$ cat config.mk
export PLATFORM = sky130hd
export DESIGN_NAME = bitstream_packer_flat
export DESIGN_NICKNAME = d
export VERILOG_FILES = /design/src/rtl/bitstream_pkg.sv /design/src/rtl/bitstream_packer_if.sv /design/src/rtl/bitstream_packer_merge.sv /design/src/rtl/bitstream_packer.sv /design/src/flat_wrapper.sv
export SDC_FILE = /design/constraint.sdc
export NUM_CORES = 1
export LEC_CHECK = 0
export CELL_PAD_IN_SITES_DETAIL_PLACEMENT = 1
export CELL_PAD_IN_SITES_GLOBAL_PLACEMENT = 1
export CORE_MARGIN = 1
export CORE_UTILIZATION = 25
export DETAILED_ROUTE_END_ITERATION = 6
export PLACE_DENSITY_LB_ADDON = 0.1
export SKIP_CTS_REPAIR_TIMING = 1
export SYNTH_ARGS = -nofsm -noshare
export SYNTH_HDL_FRONTEND = slang
export SYNTH_HIERARCHICAL = 1
export SYNTH_SLANG_ARGS = --single-unit
$ cat constraint.sdc
create_clock -name clock -period 9.65 [get_ports clock]
set_input_delay 2.4125 -clock clock [delete_from_list [all_inputs] [get_ports clock]]
set_output_delay 2.4125 -clock clock [all_outputs]
set_load 0.01 [all_outputs]
$ cat src/rtl/bitstream_pkg.sv
// Shared constants, state type and field mask for the bitstream packers.
// Optional feature macro: BITSTREAM_PACKER_STATS_EN (see bitstream_packer.sv).
package bitstream_pkg;

  localparam int BS_DATA_W = 64;
  localparam int BS_SIZE_W = 64;
  localparam int BS_ACC_W  = 128;
  localparam int BS_FILL_W = 7;

  typedef enum logic {
    RUN,
    DRAIN
  } bs_state_t;

  function automatic logic [BS_DATA_W-1:0] bs_mask(
    input logic [BS_FILL_W:0] size
  );
    logic [BS_DATA_W-1:0] ones;
    ones = '1;
    return ones >> (8'd64 - size);
  endfunction

endpackage

$ cat src/rtl/bitstream_packer_if.sv
// Field input / word output bundle of the bitstream packer.
// master drives fields, slave is the packer.
interface bitstream_packer_if;
  import bitstream_pkg::*;

  logic                 in_enable;
  logic [BS_DATA_W-1:0] in_val;
  logic [BS_SIZE_W-1:0] in_size;
  logic                 in_flush;
  logic                 in_ready;
  logic                 out_valid;
  logic [BS_DATA_W-1:0] out_data;
  logic [3:0]           out_bytes;
  logic                 error;

  modport master (
    output in_enable, in_val, in_size, in_flush,
    input  in_ready, out_valid, out_data,
    input  out_bytes, error
  );

  modport slave (
    input  in_enable, in_val, in_size, in_flush,
    output in_ready, out_valid, out_data,
    output out_bytes, error
  );

endinterface

$ cat src/rtl/bitstream_packer_merge.sv
// Masks a field to its length and ORs it into a left-aligned accumulator
// directly below the fill bits already present.
module bitstream_packer_merge
  import bitstream_pkg::*;
(
  input  logic [BS_ACC_W-1:0]  acc,
  input  logic [BS_FILL_W-1:0] fill,
  input  logic [BS_DATA_W-1:0] val,
  input  logic [BS_FILL_W:0]   size,
  output logic [BS_ACC_W-1:0]  merged
);

  logic [BS_ACC_W-1:0]  field;
  logic [BS_FILL_W+1:0] shamt;

  always_comb begin
    field  = {{(BS_ACC_W-BS_DATA_W){1'b0}},
              val & bs_mask(size)};
    // size==0 with fill==0 gives a shift of 128, which yields zero
    shamt  = 9'd128 - {2'b00, fill}
           - {1'b0, size};
    merged = acc | (field << shamt);
  end

endmodule

$ cat src/rtl/bitstream_packer.sv
// Packs MSB-first variable-length fields into 64-bit big-endian words.
// BITSTREAM_PACKER_STATS_EN adds a total_bits counter output.
module bitstream_packer
  import bitstream_pkg::*;
(
  input  logic clock,
  input  logic reset,
  bitstream_packer_if.slave bus
`ifdef BITSTREAM_PACKER_STATS_EN
  ,
  output logic [31:0] total_bits
`endif
);

  bs_state_t            state;
  logic [BS_ACC_W-1:0]  acc;
  logic [BS_ACC_W-1:0]  merged;
  logic [BS_FILL_W-1:0] fill;
  logic                 size_ok;
  logic                 take;
  logic [BS_FILL_W:0]   size;
  logic [BS_FILL_W:0]   nf;
  logic [BS_FILL_W:0]   pad_end;

  always_comb begin
    size_ok = bus.in_size <= 64'(BS_DATA_W);
    take    = bus.in_enable && size_ok
            && state == RUN;
    size    = take ? bus.in_size[BS_FILL_W:0]
                   : '0;
    nf      = {1'b0, fill} + size;
    pad_end = (nf + 8'd7) & 8'hF8;
  end

  bitstream_packer_merge u_merge (
    .acc    (acc),
    .fill   (fill),
    .val    (bus.in_val),
    .size   (size),
    .merged (merged)
  );

  always_ff @(posedge clock) begin
    if (reset) begin
      state         <= RUN;
      acc           <= '0;
      fill          <= '0;
      bus.out_valid <= 1'b0;
      bus.out_data  <= '0;
      bus.out_bytes <= '0;
      bus.error     <= 1'b0;
      bus.in_ready  <= 1'b1;
    end else begin
      bus.out_valid <= 1'b0;
      unique case (state)
        DRAIN: begin
          bus.out_valid <= 1'b1;
          bus.out_data  <= acc[BS_ACC_W-1 -: BS_DATA_W];
          bus.out_bytes <= 4'(({1'b0, fill} + 8'd7) >> 3);
          acc           <= '0;
          fill          <= '0;
          state         <= RUN;
          bus.in_ready  <= 1'b1;
          if (bus.in_enable) bus.error <= 1'b1;
        end
        default: begin
          if (bus.in_enable && !size_ok)
            bus.error <= 1'b1;
          if (bus.in_flush) begin
            // bits below nf are zero, so padding is implicit
            if (pad_end == 8'd0) begin
              acc  <= '0;
              fill <= '0;
            end else if (pad_end <= 8'd64) begin
              bus.out_valid <= 1'b1;
              bus.out_data  <= merged[BS_ACC_W-1 -: BS_DATA_W];
              bus.out_bytes <= 4'(pad_end >> 3);
              acc           <= '0;
              fill          <= '0;
            end else begin
              bus.out_valid <= 1'b1;
              bus.out_data  <= merged[BS_ACC_W-1 -: BS_DATA_W];
              bus.out_bytes <= 4'd8;
              acc           <= merged << BS_DATA_W;
              fill          <= 7'(nf - 8'd64);
              state         <= DRAIN;
              bus.in_ready  <= 1'b0;
            end
          end else if (nf >= 8'd64) begin
            bus.out_valid <= 1'b1;
            bus.out_data  <= merged[BS_ACC_W-1 -: BS_DATA_W];
            bus.out_bytes <= 4'd8;
            acc           <= merged << BS_DATA_W;
            fill          <= 7'(nf - 8'd64);
          end else begin
            acc  <= merged;
            fill <= nf[BS_FILL_W-1:0];
          end
        end
      endcase
    end
  end

`ifdef BITSTREAM_PACKER_STATS_EN
  always_ff @(posedge clock) begin
    if (reset)
      total_bits <= '0;
    else if (state == RUN)
      total_bits <= total_bits + 32'(size)
        + (bus.in_flush ? 32'(pad_end - nf) : 32'd0);
  end
`endif

endmodule

$ cat src/flat_wrapper.sv
// flat-port wrapper written by rule: the top's interface ports become plain ports
module bitstream_packer_flat import bitstream_pkg::*;
  (clock, reset, bus_in_enable, bus_in_val, bus_in_size, bus_in_flush, bus_in_ready, bus_out_valid, bus_out_data, bus_out_bytes, bus_error);
  bitstream_packer_if bus_i ();
  input  logic clock;
  input  logic reset;
  input wire logic [$bits(bus_i.in_enable)-1:0] bus_in_enable;
  input wire logic [$bits(bus_i.in_val)-1:0] bus_in_val;
  input wire logic [$bits(bus_i.in_size)-1:0] bus_in_size;
  input wire logic [$bits(bus_i.in_flush)-1:0] bus_in_flush;
  output wire logic [$bits(bus_i.in_ready)-1:0] bus_in_ready;
  output wire logic [$bits(bus_i.out_valid)-1:0] bus_out_valid;
  output wire logic [$bits(bus_i.out_data)-1:0] bus_out_data;
  output wire logic [$bits(bus_i.out_bytes)-1:0] bus_out_bytes;
  output wire logic [$bits(bus_i.error)-1:0] bus_error;
  assign bus_i.in_enable = bus_in_enable;
  assign bus_i.in_val = bus_in_val;
  assign bus_i.in_size = bus_in_size;
  assign bus_i.in_flush = bus_in_flush;
  assign bus_in_ready = bus_i.in_ready;
  assign bus_out_valid = bus_i.out_valid;
  assign bus_out_data = bus_i.out_data;
  assign bus_out_bytes = bus_i.out_bytes;
  assign bus_error = bus_i.error;
  bitstream_packer u_core (.clock(clock), .reset(reset), .bus(bus_i));
endmodule
Word level (Yosys, flattened, before mapping)
Cells that the tools add are included.

Bitwise logic cells: 6. Div/mod/pow operators: 0. Reduce and logical (&&, ||, !) cells: 12. Eq/ne operators: 2. Mux-type cells: 26. Shift-type cells: 2. Order comparisons: 3. Multipliers: 0. Add/subtract/negate cells: 7.

Operator list (count): $mux W128 (4); $mux W64 (4); $or A128 B128 Y128 (1); $shl A64 B9 Y128 (1); $and A64 B64 Y64 (1); $le A64 B7 Y1 const B (1); $shr A64 B8 Y64 const A (1); $mux W7 (4); $mux W4 (5); $sub A8 B7 Y9 const A (1); $sub A9 B8 Y9 (1); $add A7 B8 Y8 (1); $add A8 B3 Y8 const B (1); $ge A8 B7 Y1 const B (1); $le A8 B7 Y1 const B (1); $logic_not A8 Y1 (1); $mux W1 (8); $mux W8 (1); $sub A7 B8 Y8 const A (1); $add A7 B3 Y7 const B (1); $sub A7 B7 Y7 const B (1); $not A1 Y1 (4); $reduce_and A2 Y1 (2); $reduce_or A4 Y1 (1); 8 further kinds (10).

Memory bits (read-only): 0. Flip-flop bits (word level): 207. Word-level logic and storage cells: 66. Bits in writable memories: 0. Output and inout bits: 71. Latch bits: 0. Memories: 0. Input port bits: 132.

Longest topological paths before layout
Gate-level depths: netlist of the first run.

Word-level depth: 12. Gate-level depth with buffers: 29. Gate-level depth less buffers: 22.

Cells and area by module
The synthesis of the first run kept the hierarchy.

Modules (own cells, without submodules): bitstream_packer_merge (seq. area each 0.0 um2, area each 10785.3 um2, times used 1, cells an instance 1696); bitstream_packer (seq. area each 4144.0 um2, area each 8231.6 um2, times used 1, cells an instance 795).

Worst setup path before layout of the first run
OpenSTA, ideal clock, no wires.

Kind: in2reg. Start point: in bus_in_size[0]. End point: reg u_core.bus.out_data[63]. Path buffers: 3. Slack: 1.904 ns. Data required time: 9.493 ns. Stages on the path: 22. Setup time: 0.157 ns. Arrival: 7.589 ns. Cells stage by stage: or4_1 > o31ai_1 > nand2_1 > inv_1 > and3_1 > buf_2 > clkinv_1 > ha_1 > ha_1 > and2_1 > a221oi_1 > a21oi_1 > clkbuf_1 > o21ai_0 > clkbuf_1 > nor2_1 > a221oi_1 > a21oi_1 > mux2_2 > a311o_1 > nor3_1 > a2111oi_2.

Word-level cells in the longest chain between the ends: 12. Elaborated cells on any way between the ends: 21. Classes of those cells: 4 x add/sub; 2 x order compare; 1 x eq/ne; 2 x shift; 5 x mux; 2 x bitwise; 5 x reduce/logical.

RTL lines: start, declared (line flat_wrapper.sv:9) `input wire logic [$bits(bus_i.in_size)-1:0] bus_in_size;`; $le A64 B7 Y1 (*) (line bitstream_packer.sv:26) `size_ok = bus.in_size <= 64'(BS_DATA_W);`; $logic_and A1 B1 Y1 (*) (line bitstream_packer.sv:27) `take = bus.in_enable && size_ok`; $logic_and A1 B1 Y1 (*) (line bitstream_packer.sv:28) `&& state == RUN;`; $mux W8 (*) (line bitstream_packer.sv:29) `size = take ? bus.in_size[BS_FILL_W:0]`; named net u_core.size[4] (line bitstream_packer.sv:21) `logic [BS_FILL_W:0] size;`; $sub A7 B8 Y8 (line bitstream_pkg.sv:20) `return ones >> (8'd64 - size);`; $shr A64 B8 Y64 (line bitstream_pkg.sv:20); $and A64 B64 Y64 (line bitstream_packer_merge.sv:18) `val & bs_mask(size)};`; $shl A64 B9 Y128 (*) (line bitstream_packer_merge.sv:22) `merged = acc | (field << shamt);`; $or A128 B128 Y128 (*) (line bitstream_packer_merge.sv:22); named net u_core.merged[127] (line bitstream_packer.sv:17) `logic [BS_ACC_W-1:0] merged;`; $mux W64 (on tied branches) (line bitstream_packer.sv:89, bitstream_packer.sv:71); $mux W64 (*) (line bitstream_packer.sv:69) `if (bus.in_flush) begin`; $mux W64 (*) (line bitstream_packer.sv:55) `unique case (state)`; end signal, assigned (line bitstream_packer.sv:58) `bus.out_data <= acc[BS_ACC_W-1 -: BS_DATA_W];`; end signal, assigned (line bitstream_packer.sv:76) `bus.out_data <= merged[BS_ACC_W-1 -: BS_DATA_W];`; end signal, assigned (line bitstream_packer.sv:91) `bus.out_data <= merged[BS_ACC_W-1 -: BS_DATA_W];`; end, declared (line bitstream_packer_if.sv:24) `output in_ready, out_valid, out_data,`.

Mark *: on every way through the listed nets, which the timed path passes. The rest lies on a longest branch. The select of a mux whose other input is x is not followed. A chain may end at the register's enable or synchronous reset.

Final worst setup path of the first run
Start point: in bus_in_size[27]. End point: reg u_core.bus.out_data[54].

Same word-level chain as after synthesis.

==> results of run 1 <==
stage by stage:
| step | power (mW) | setup slack [ns] |
|---|---|---|
| 2_1_floorplan | 0.963 | 1.90 |
| 3_3_place_gp | 1.09 | 0.0566 |
| 3_5_place_dp | 1.09 | 0.0939 |
| 4_1_cts | 2.21 | 0.645 |
| 5_1_grt | 2.25 | 0.169 |
| 6_report | 2.19 | 0.361 |
flip-flops by register name, summed over array words and instances (netlist names):
register              cells
u_core/bus.out_data      64
u_core/bus.in_ready       1
u_core/state              1
u_core/acc              128
u_core/bus.out_bytes      4
u_core/bus.error          1
u_core/bus.out_valid      1
u_core/fill               7
critical path, delay by kind of cell:
family	cells	cell delay, ns
fa+ha+maj	1	0.63
buf+inv	4	0.87
mux	1	0.14
compound gates	7	2.54
simple gates	9	3.11
logic make-up after synthesis:
| group | synth area share |
|---|---|
| compound gates | 0.410 |
| simple gates | 0.249 |
| mux | 0.0221 |
| xor+xnor | 0.0137 |
| other cells | 0.000197 |
| fa+ha+maj | 0.0166 |
| buf+inv | 0.0707 |
| flops | 0.218 |
cell type report:
type                       count  share of cell area
tap                          969              0.0508
multi-input combinational   1968               0.572
timing repair buffer         384               0.146
inverter                     106              0.0167
sequential                   207               0.174
antenna                        2            0.000210
clock inverter                11             0.00829
clock buffer                  38              0.0322
where the power goes:
part	leakage [nW]	internal, mW	switching, mW
registers	1.67	0.855	0.000131
clock network	0.474	0.688	0.421
logic	6.32	0.0887	0.134
per-layer routing:
| layer | GRT usage | share of wire |
|---|---|---|
| met5 | 0 | 0 |
| met4 | 0.0813 | 0.027 |
| met3 | 0.0329 | 0.060 |
| met2 | 0.494 | 0.45 |
| met1 | 0.450 | 0.47 |
worst max-delay path by stage:
stage / startpoint / endpoint / slack (ns) / cells past startpoint
after global placement: bus_in_size[30] / u_core/bus.out_data[54] / 0.06 / 22
after global routing: bus_in_size[21] / u_core/bus.out_data[54] / 0.17 / 22
after detailed placement: bus_in_size[27] / u_core/bus.out_data[54] / 0.09 / 22
after floorplan: bus_in_size[0] / u_core/bus.out_data[63] / 1.90 / 22
after CTS: bus_in_size[27] / u_core/bus.out_data[54] / 0.64 / 22
final: bus_in_size[27] / u_core/bus.out_data[54] / 0.36 / 22
cells in the final DEF, fill, tap and decap left out, types with 50 or more instances in the layout:
cell / Yosys / final
o211ai_1: 57 / 57
a21oi_1: 111 / 111
buf_4: 6 / 176
o21ai_0: 104 / 103
inv_1: 104 / 104
a211oi_1: 50 / 50
nor3_1: 193 / 193
clkdlybuf4s50_1: 0 / 201
dfxtp_1: 207 / 206
a22o_1: 72 / 72
nand3_1: 53 / 53
and2_1: 89 / 89
nand2_1: 174 / 174
a2111oi_2: 60 / 60
nor2_1: 167 / 165
a21o_1: 56 / 56
==> qor.yml, run 1 <==
run_status:
  status: "complete, but fails checks"
  violations: "max-capacitance violations, max-slew violations"
route:
  wl_per_cell_um: 33.7
  route.detailed.drc: 0
  firstDrtPassIters: 6
  routed_via_density: 6.28
  drt-initial-drc-count: 2437
  via_count: 23100
  drt-total-wl_um: 124000
  drtAntennaViolNets: 0
die:
  ioPinCount: 203
  die_w_um: 278
  fp.dieH_um: 278
  start_util: 0.254
  rows: 100
  dieArea_um2: 77200
  core_um2: 74800
critical_path:
  slowest_delay_ns: 1.18
  endpoint_kind: "flop"
  crit_type: "primary input to flop"
  slowest_stage: "o21ai_0"
  timing.rr.start: "u_core/state"
  worstPathArrival_ns: 9.74
  ff2ff_setup_slack_ns: 2.04
  cp_max_fo: 17
  rr_endpoint: "u_core/bus.out_data[54]"
  critPathLaunchType: "primary input"
  crit_required_ns: 10.10
  reg2regPathDepth: 21
  crit_chain: "clkdlybuf4s50_1, nor4_1, nand4_1, nor4_1, nand2_1, inv_1, and3_1, inv_1, ha_1, nor2_1, o21ai_0, nor3_1, o211ai_1, a2bb2oi_1, mux2i_1, o21ai_0, and3_1, a2111oi_2, buf_4, a21oi_1, nor3_1, a2111oi_2"
worst_hold_path:
  hp-class: "flop to flop"
  holdPathEnd: "u_core/bus.error"
  hold_depth: 2
  hold_path_startpoint: "u_core/bus.error"
grt:
  grt_usage: 0.313
  grt_overflow: 0
  grt_pass1_vias: 23400
  grt_pass1_wl_um: 178000
  grt_max_degree: 129
  antenna_found_initial: 4
finish:
  stdcell_area_um2: 23800
  fillers: 8915
  multiInputGateArea_um2: 13600
  nets: 2851
  register_area_um2: 4150
  fin_cells: 3685
  final_util: 0.319
  areaGrowthSynthToFinish_pct: 25.4
  drive_gt1_frac: 0.144
sta:
  setup_tns_ns: 0
  finalHoldViolations: 0
  setup-violations-final: 0
  rsz0062_at_grt: "no"
  fmax_mhz: 108
  clock_skew_ns: 0.0287
  finalCritPeriodShare: 0.963
  maxSlewViolCount: 5
  timing.hold.ws_ns: 0.469
  worst_pin_slew_ns: 1.52
  fin_crit_ns: 9.29
  slew_headroom: -0.0218
synth:
  synth_top_area_share: 0.218
  yosys.area.top_type: "dfxtp_1"
  synth_cell_types: 115
  synth-seq-cells: 207
  synth.area.top_cells: "dfxtp_1 (22%), nor3_1 (5.1%), a2111oi_2 (4.7%)"
  synth_top_flop_cell: "dfxtp_1"
  yosysMostFrequentCell: "dfxtp_1"
  yosys_warnings: 6
  synth.cell_area_um2: 19000
  synth-edff-count: 0
  synthTopCellsByCount: "dfxtp_1 (207), nor3_1 (193), nand2_1 (174)"
  syn_avg_cell_area_um2: 7.63
  async_flop_share: 0
  syn_inst: 2491
  yosysSeqAreaShare: 0.218
clocking:
  clk-insertion-delay-late_ns: 0.58
  cts_tree: "built"
  cts_max_level: 1
  cts.clk_slew.worst_paths_ns: 0.06
  root_buffer: "clkbuf_16"
  cts_buffers: 28
  cts_buffer_depth: 3
  numClockSinks: 207
place:
  place_hpwl_um: 97700
  gp_congestion: 0.966
  portBuffers: 202
  placedInstanceArea_um2: 22900
  dp_cells: 3634
power_and_ir_drop:
  powerDensity_nw_per_um2: 91.7
  power.leakage_nw: 8.46
  ir_worst_vdd_mv: 0.125
job:
  maxCapViolCount: 1
No activity file was read; power rests on OpenSTA's default activity.
==> run 2: changes to the inputs <==
--- a/config.mk
+++ b/config.mk
@@ -14,5 +14,4 @@
 export SKIP_CTS_REPAIR_TIMING = 1
 export SYNTH_ARGS = -nofsm -noshare
 export SYNTH_HDL_FRONTEND = slang
-export SYNTH_HIERARCHICAL = 1
 export SYNTH_SLANG_ARGS = --single-unit
==> constraint.sdc (replaced) <==
create_clock -name clock -period 9.04 [get_ports clock]
set_input_delay 2.26 -clock clock [delete_from_list [all_inputs] [get_ports clock]]
set_output_delay 2.26 -clock clock [all_outputs]
set_load 0.01 [all_outputs]
==> run 2 against run 1 <==
The flow finishes with violations (design-rule violations, max-capacitance violations, max-slew violations). Hold slack worse by 0.020 ns. Synthesized cell count up 3.7%. Clock power down 8%. Count of clock-buffer cells in the layout down 2. Area after synthesis is 2.5% lower. Via count rose by 7.2%. Wire length is 9.0% higher. Clock skew increased by 0.014 ns. Flip-flop and latch count is the same. Sequential power increased by 6.9%.
==> qor.yml, run 2 <==
die:
  fp.dieH_um: 274
  dieArea_um2: 75300
  ioPinCount: 203
  start_util: 0.253
  rows: 99
  core_um2: 73200
  die_w_um: 274
place:
  place_hpwl_um: 107000
  gp_congestion: 1.00
  dp_cells: 3810
  portBuffers: 202
critical_path:
  crit_chain: "clkdlybuf4s50_1, nor4_1, buf_4, and4_1, nand4_4, nor2_1, buf_4, nand2_1, ha_1, or3b_1, o32ai_1, nor2_1, or4_1, a31oi_1, a221oi_1, mux2i_1, nor3_1, a32oi_1, a31oi_1, buf_4, nor3_1, nor3_1"
  timing.rr.start: "u_core.state"
  crit_required_ns: 9.55
  reg2regPathDepth: 21
  slowest_delay_ns: 0.76
  cp_max_fo: 7
  slowest_stage: "a221oi_1"
  crit_type: "primary input to flop"
  critPathLaunch: "bus_in_size[25]"
  critPathLaunchType: "primary input"
  worstPathArrival_ns: 9.12
  endpoint_kind: "flop"
sta:
  clock_skew_ns: 0.0429
  maxSlewViolCount: 5
  fin_crit_ns: 8.61
  rsz0062_at_grt: "no"
  finalHoldViolations: 0
  finalCritPeriodShare: 0.953
  fmax_mhz: 116
  slew_headroom: -0.0609
  timing.hold.ws_ns: 0.449
  worst_pin_slew_ns: 1.59
  setup-violations-final: 0
synth:
  yosys.area.top_type: "dfxtp_1"
  yosysMostFrequentCell: "nor2_1"
  synth.area.top_cells: "dfxtp_1 (22%), nor2_1 (6.0%), a21oi_1 (5.1%)"
  synthTopCellsByCount: "nor2_1 (296), nand2_1 (236), dfxtp_1 (207)"
  syn_inst: 2584
  synth-edff-count: 0
  yosys_warnings: 0
  synth_top_flop_cell: "dfxtp_1"
  synth_top_area_share: 0.223
  syn_nets: 2740
  yosysSeqAreaShare: 0.223
  synth.cell_area_um2: 18600
  synth_cell_types: 109
  syn_avg_cell_area_um2: 7.18
  async_flop_share: 0
  synth-seq-cells: 207
route:
  wl_per_cell_um: 35.1
  route.detailed.drc: 2
  routed_via_density: 6.44
  drt-total-wl_um: 135000
  via_count: 24800
  drtAntennaViolNets: 0
  drt-initial-drc-count: 2932
  firstDrtPassIters: 7
finish:
  top_regs: "u_core.acc: 128 flops, u_core.bus.out_data: 64 flops, u_core.fill: 7 flops"
  drive_gt1_frac: 0.149
  final_util: 0.329
  multiInputGateArea_um2: 13600
  fillers: 8870
  fin_cells: 3854
  layout_common_cells: "nor2_1 (293), buf_4 (265), nand2_1 (234), dfxtp_1 (207), clkdlybuf4s50_1 (201)"
  layout_commonest_cell: "nor2_1"
  regMostFlops: "u_core.acc"
  largest_reg_flops: 128
  register_area_um2: 4140
  areaGrowthSynthToFinish_pct: 29.8
  nets: 3034
grt:
  grt_overflow: 0
  antenna_found_initial: 7
  grt_max_degree: 63
  grt_pass1_vias: 24800
  grt_usage: 0.352
  grt_pass1_wl_um: 191000
worst_hold_path:
  hold_depth: 2
  hold_path_startpoint: "u_core.acc[26]"
  hp-class: "flop to flop"
clocking:
  clk-insertion-delay-late_ns: 0.59
  cts.clk_slew.worst_paths_ns: 0.06
  root_buffer: "clkbuf_16"
  cts_max_level: 1
  cts_buffer_depth: 3
  numClockSinks: 207
  cts_tree: "built"
  cts_buffers: 25
run_status:
  violations: "design-rule violations, max-capacitance violations, max-slew violations"
  status: "complete, but fails checks"
power_and_ir_drop:
  p_total_mw: 2.27
  ir_worst_vdd_mv: 0.131
  powerDensity_nw_per_um2: 94.1
  power.leakage_nw: 8.50
job:
  maxCapViolCount: 1
## run 2: cell count changes in the layout (fill, tap and decap cells not counted), sizes merged, moves of 59 or more
cell,previous run,this run
nor2,167,298
and2,91,28
a21oi,113,190
a2111oi,84,5
nand2,175,237
a22o,73,14
nor3,208,103
buf,183,272
## run 2: kinds of logic (layout without fill, tap and decap cells)
family / after synthesis / count (layout) / synth area share
XOR/XNOR: 26 / 26 / 0.0127
AND/OR/NAND/NOR: 945 / 945 / 0.243
multiplexers: 65 / 65 / 0.0410
other: 1 / 4 / 0.000202
buffers and inverters: 257 / 565 / 0.0544
adder cells (fa/ha/maj): 24 / 24 / 0.0170
AO/OA/AOI/OAI: 1059 / 1059 / 0.408
flip-flops: 207 / 207 / 0.223
## run 2: worst max-delay path, delay by kind of cell
family          cells  cell delay, ns
compound gates      5            1.96
mux                 1            0.34
buf+inv             4            1.03
simple gates       11            3.26
fa+ha+maj           1            0.25
## run 2: per-layer routing
metal,wire length [um],vias up,share of wire,global-route usage
met2,59000,1175,0.44,0.544
li1,-,10700,-,-
met5,12,-,0.000089,0
met4,4910,2,0.036,0.113
met1,61200,12700,0.45,0.498
met3,10200,237,0.076,0.0531
## run 2: worst paths after layout
path / to / slack (ns)
max: u_core.bus.out_data[36] / 0.43
min: u_core.acc[26] / 0.45
max reg2reg: u_core.bus.out_data[36] / 2.20
min reg2reg: u_core.acc[26] / 0.45
## run 2: power breakdown
part | switching, mW | internal [mW] | leakage (nW)
combinational | 0.214 | 0.122 | 6.44
clock | 0.433 | 0.584 | 0.389
sequential | 0.000497 | 0.913 | 1.67
## run 2: layout make-up
type	count	share of cell area
Inverter	51	0.00795
Sequential cell	207	0.172
Tap cell	959	0.0498
Antenna cell	3	0.000312
Timing Repair Buffer	473	0.171
Multi-Input combinational cell	2120	0.565
Clock buffer	36	0.0302
Clock inverter	5	0.00296
## run 2: through the flow
| step | worst slack, ns | cell area [um^2] | setup TNS [ns] |
|---|---|---|---|
| 6_report | 0.429 | 24100 | 0 |
| 5_1_grt | 0.314 | 24100 | 0 |
| 4_1_cts | 0.637 | 24100 | 0 |
| 3_5_place_dp | 0.0595 | 23300 | 0 |
| 3_3_place_gp | -0.0122 | 23300 | -0.0122 |
| 2_1_floorplan | 1.57 | 18600 | 0 |
